## config.mk

```make
export PLATFORM = sky130hd
export DESIGN_NAME = fetch_unit
export DESIGN_NICKNAME = d
export VERILOG_FILES = /design/src/rtl/fetch_unit.sv
export SDC_FILE = /design/constraint.sdc
export NUM_CORES = 1
export LEC_CHECK = 0
export ABC_AREA = 1
export BUFFER_PORTS_ARGS = -buffer_cell sky130_fd_sc_hd__clkbuf_2
export CORE_MARGIN = 2
export CORE_UTILIZATION = 53
export CTS_BUF_LIST = sky130_fd_sc_hd__clkbuf_4
export DETAILED_ROUTE_END_ITERATION = 8
export PLACE_DENSITY = 0.83
export SKIP_LAST_GASP = 1
export SYNTH_ARGS = -nofsm -noshare
export SYNTH_HDL_FRONTEND = slang
export SYNTH_SLANG_ARGS = --single-unit
```

## constraint.sdc

```tcl
create_clock -name clk -period 3.4 [get_ports clk]
set_input_delay 0.68 -clock clk [delete_from_list [all_inputs] [get_ports clk]]
set_output_delay 0.68 -clock clk [all_outputs]
set_load 0.05 [all_outputs]
```

## src/rtl/fetch_unit.sv

```systemverilog
// IF-stage fetch engine: owns the PC, issues one outstanding req/gnt/rvalid
// fetch at a time, and presents (pc, instr, valid) to the IF/ID register.
module fetch_unit #(
  parameter logic [31:0] RESET_VEC = 32'h0000_0000,
  parameter logic [31:0] NOP_INSTR = 32'h0000_0013
) (
  input  logic        clk,
  input  logic        arst_n,
  input  logic        stall_f,
  input  logic        pc_src_e,
  input  logic [31:0] pc_target_e,
  output logic        imem_req,
  output logic [31:0] imem_addr,
  input  logic        imem_gnt,
  input  logic        imem_rvalid,
  input  logic [31:0] imem_rdata,
  output logic [31:0] pc_f,
  output logic [31:0] pc_plus4_f,
  output logic [31:0] instr_f,
  output logic        instr_valid_f
);

  localparam int unsigned XLEN = 32;

  typedef enum logic [1:0] {
    S_IDLE  = 2'd0,
    S_REQ   = 2'd1,
    S_WAIT  = 2'd2,
    S_VALID = 2'd3
  } state_t;

  state_t            r_state;
  logic [XLEN-1:0]   r_pc;
  logic [XLEN-1:0]   r_pc4;
  logic [XLEN-1:0]   r_instr;
  logic              r_valid;
  logic              r_req;
  logic              r_kill;

  logic [XLEN-1:0]   w_target;
  logic [XLEN-1:0]   w_pc_next;
  logic              w_unused_tgt_lsb;

  // Redirect targets are word aligned; the two low bits are dropped.
  assign w_target         = {pc_target_e[XLEN-1:2], 2'b00};
  assign w_unused_tgt_lsb = ^pc_target_e[1:0];

  // Next PC: redirect beats stall beats sequential advance (advance only on consume).
  always_comb begin
    w_pc_next = r_pc;
    unique case (r_state)
      S_REQ, S_WAIT: begin
        if (pc_src_e) w_pc_next = w_target;
      end
      S_VALID: begin
        if (pc_src_e)      w_pc_next = w_target;
        else if (!stall_f) w_pc_next = r_pc + XLEN'(4);
      end
      default: w_pc_next = r_pc;
    endcase
  end

  always_ff @(posedge clk or negedge arst_n) begin
    if (!arst_n) begin
      r_state <= S_IDLE;
      r_pc    <= RESET_VEC;
      r_pc4   <= RESET_VEC + XLEN'(4);
      r_instr <= NOP_INSTR;
      r_valid <= 1'b0;
      r_req   <= 1'b0;
      r_kill  <= 1'b0;
    end else begin
      r_pc  <= w_pc_next;
      r_pc4 <= w_pc_next + XLEN'(4);
      unique case (r_state)
        S_IDLE: begin
          r_state <= S_REQ;
          r_req   <= 1'b1;
        end
        S_REQ: begin
          // A redirect coinciding with the grant must discard that word later.
          if (imem_gnt) begin
            r_state <= S_WAIT;
            r_req   <= 1'b0;
            r_kill  <= pc_src_e;
          end
        end
        S_WAIT: begin
          if (imem_rvalid) begin
            if (r_kill || pc_src_e) begin
              r_kill  <= 1'b0;
              r_state <= S_REQ;
              r_req   <= 1'b1;
            end else begin
              r_instr <= imem_rdata;
              r_valid <= 1'b1;
              r_state <= S_VALID;
            end
          end else if (pc_src_e) begin
            r_kill <= 1'b1;
          end
        end
        S_VALID: begin
          if (pc_src_e || !stall_f) begin
            r_valid <= 1'b0;
            r_instr <= NOP_INSTR;
            r_state <= S_REQ;
            r_req   <= 1'b1;
          end
        end
        default: begin
          r_state <= S_IDLE;
          r_req   <= 1'b0;
          r_valid <= 1'b0;
          r_instr <= NOP_INSTR;
          r_kill  <= 1'b0;
        end
      endcase
    end
  end

  assign imem_req      = r_req;
  assign imem_addr     = r_pc;
  assign pc_f          = r_pc;
  assign pc_plus4_f    = r_pc4;
  assign instr_f       = r_instr;
  assign instr_valid_f = r_valid;

endmodule
```

==> metrics.yaml <==
status:
  status: "finished, final reports clean"
timing:
  max_slew_margin_pct: 63.2
  finalSetupViolCount: 0
  timing.fmax_ghz: 0.350
  rsz0062_at_grt: "false"
  fin_crit_sh_pct: 83.9
  worst_pin_slew_ns: 0.552
  slew_violations: 0
  fin_skew_ns: 0.0237
  min_period_ns: 2.85
  fin_tns_setup_ns: 0
  hold_slack_ns: 0.189
  hold_violations: 0
floorplanning:
  initial_core_util_pct: 54.8
  die_w_um: 113
  row_count: 39
  ios: 200
  die_y_um: 113
  die_area_mm2: 0.0128
  core-area_mm2: 0.0116
clock_tree:
  cts.path.max_buffers: 2
  holdBufCountCts: 0
  cts_post_setup_buffers_inserted: 0
  h-tree-depth: 3
  clk_pin_slew_ns: 0.17
  cts_tree: "built"
  ctsRootBufferMaster: "clkbuf_4"
  clock_latency_ns: 0.51
  cts_made_buffers: 9
  cts_resized: 0
  clkSinkCount: 99
drt:
  first_iter_violations: 456
  wl_mm: 17.7
  vias_per_cell: 5.27
  wl_per_cell_um: 15.1
  drcViolationCount: 0
  drtAntennaViolNets: 0
  first_pass_iters: 5
  vias: 6168
setup_path:
  path_class: "flop to flop"
  crit_top_cell: "nand2_1"
  end_kind: "flop"
  cp.required_ns: 3.82
  critical_path.max_stage_delay_ns: 0.46
  start_kind: "flop"
  cpMaxStageDelayCell: "dfrtp_1"
  crit_chain: "inv_1, ha_1, buf_4, inv_2, nand2_4, o21ai_1, nand2_1, o21ai_1, a21oi_2, nand2_1, nor2_1, nand2_1, nor2_4, nand2_2, nor2_4, nand2_2, o21ai_2, nand2_1"
  crit_path_max_fanout: 9
  worstPathArrival_ns: 3.27
  rr_worst_depth: 18
finish:
  final_core_util_pct: 63.7
  post_route_cells_drive_above_1_share_pct: 29.0
  antenna_cells: 0
  area_delta_synth_final_pct: 16.4
  nets: 1099
  fin_area_mm2: 0.00737
synthesis:
  netlist_area_mm2: 0.00633
  post_synth_inst_count: 859
  ys.flop_type: "dfrtp_1"
  synth_xor_area_share_pct: 2.77
  yosys.area_share.simple_pct: 33.6
  synth_top_cell_area_share_pct: 37.5
  synth_compound_area_share_pct: 10.9
  synth_mux_area_share_pct: 0
  synth_fa_ha_area_share_pct: 1.38
  yosysUniqueCellTypes: 43
  syn_avg_cell_area_um2: 7.37
  syn-num-nets: 936
  async_flop_share_pct: 100
  synth_edf_count: 0
  ys_top_cells_by_area: "dfrtp_1 38%, nand2_1 12%, nor2_1 7.8%"
  synth_top_family_by_area: "simple AND/OR/NAND/NOR gates"
  yosysWarnings: 0
  synth.largest_area_cell: "dfrtp_1"
  seq_area_frac_synth_pct: 39.2
  ys_ff_latch: 99
hold_path:
  worstHoldPathType: "primary input to asynchronous set/reset pin"
placement:
  place_area_mm2: 0.00723
  place_congestion: 0.990
  dp_hpwl_mm: 13.4
  port-buffer-count: 197
global_route:
  grt_pass1_wl_mm: 28.3
  grt_use_total_pct: 27.9
  grt_pass1_vias: 5734
  grt_max_degree: 100
  grt-ovfl-total: 0
  antenna_found_initial: 0
flow_run:
  drv_cap: 0
## Yosys cell counts (all sizes together) (2+ instances only)
library cell,count
ha,7
nand2,215
a22o,29
nand3,73
clkbuf,6
or2,2
nand4,18
nor3,8
dfstp,4
o21ai,37
inv,98
nor2,154
buf,53
dfrtp,95
and2,3
o22a,3
a211oi,4
xnor2,4
a21oi,22
xor2,16
## sequential cells by signal (all words and copies together) (netlist names), named ones only
| register | count |
|---|---|
| pc_plus4_f | 30 |
| instr_valid_f | 1 |
| r_kill | 1 |
| instr_f | 32 |
| imem_addr | 30 |
| r_state | 2 |
| imem_req | 1 |
## logic make-up (layout without fill, tap and decap cells)
kind of cell	Yosys count	after routing
compound gates	101	101
xor+xnor	20	20
fa+ha+maj	7	7
buf+inv	157	325
flops	99	99
simple gates	475	475
## metrics by stage
step                setup slack, ns  std cells
detailed placement            0.368       1154
global route                  0.286       1170
finish                        0.547       1170
global placement              0.388       1154
floorplan                     0.926        859
CTS                           0.533       1170
## cell usage in the layout, fill, tap and decap left out, types with 10 or more instances in the layout
master / synthesis / routed
nand2_1: 201 / 201
clkbuf_2: 0 / 196
nor2_1: 131 / 130
dfrtp_1: 95 / 95
inv_1: 86 / 86
nand3_1: 66 / 66
o21ai_0: 29 / 29
a22o_1: 29 / 29
nand4_1: 18 / 18
a21oi_1: 17 / 17
xor2_1: 16 / 16
nor2_2: 14 / 15
buf_4: 38 / 14
nand2_2: 13 / 13
inv_2: 10 / 10
## final timing paths
path / startpoint / to / slack [ns]
max: r_state[0]$_DFFE_PN0P_ / pc_plus4_f[27]$_DFF_PN0_ / 0.55
min: arst_n / pc_plus4_f[3]$_DFF_PN0_ / 0.19
max reg2reg: r_state[0]$_DFFE_PN0P_ / pc_plus4_f[27]$_DFF_PN0_ / 0.55
min reg2reg: instr_valid_f$_DFFE_PN0P_ / instr_valid_f$_DFFE_PN0P_ / 0.50
max in group asynchronous: arst_n / pc_plus4_f[13]$_DFF_PN0_ / 2.79
min in group clk: imem_rdata[15] / instr_f[15]$_DFFE_PN0P_ / 0.37
## per-layer routing
| layer | global-route usage, % | vias to the layer above | share of wire [%] |
|---|---|---|---|
| li1 | - | 3054 | - |
| met1 | 38.0 | 2810 | 44 |
| met2 | 44.2 | 271 | 46 |
| met3 | 4.50 | 33 | 7.7 |
| met4 | 12.4 | 0 | 2.7 |
| met5 | 0 | - | 0 |
## final cells by class
cell class | instances | area, µm²
timing repair buffer | 211 | 1110
multi-input combinational | 603 | 3090
fill | 1052 | 4190
sequential | 99 | 2480
clock buffer | 9 | 67.6
clock inverter | 7 | 76.3
tap | 143 | 179
inverter | 98 | 373
## critical path, delay by kind of cell, from the launching register on
family	cells	cell delay, ns
and+or+nand+nor	10	1.21
buffers and inverters	3	0.42
AOI/OAI and AO/OA	4	0.36
adders and majority gates	1	0.33
DFF	1	0.46
Power is left out: the tool's default activity adds up to more than one toggle a clock period on the data nets, which glitch-free logic cannot reach.
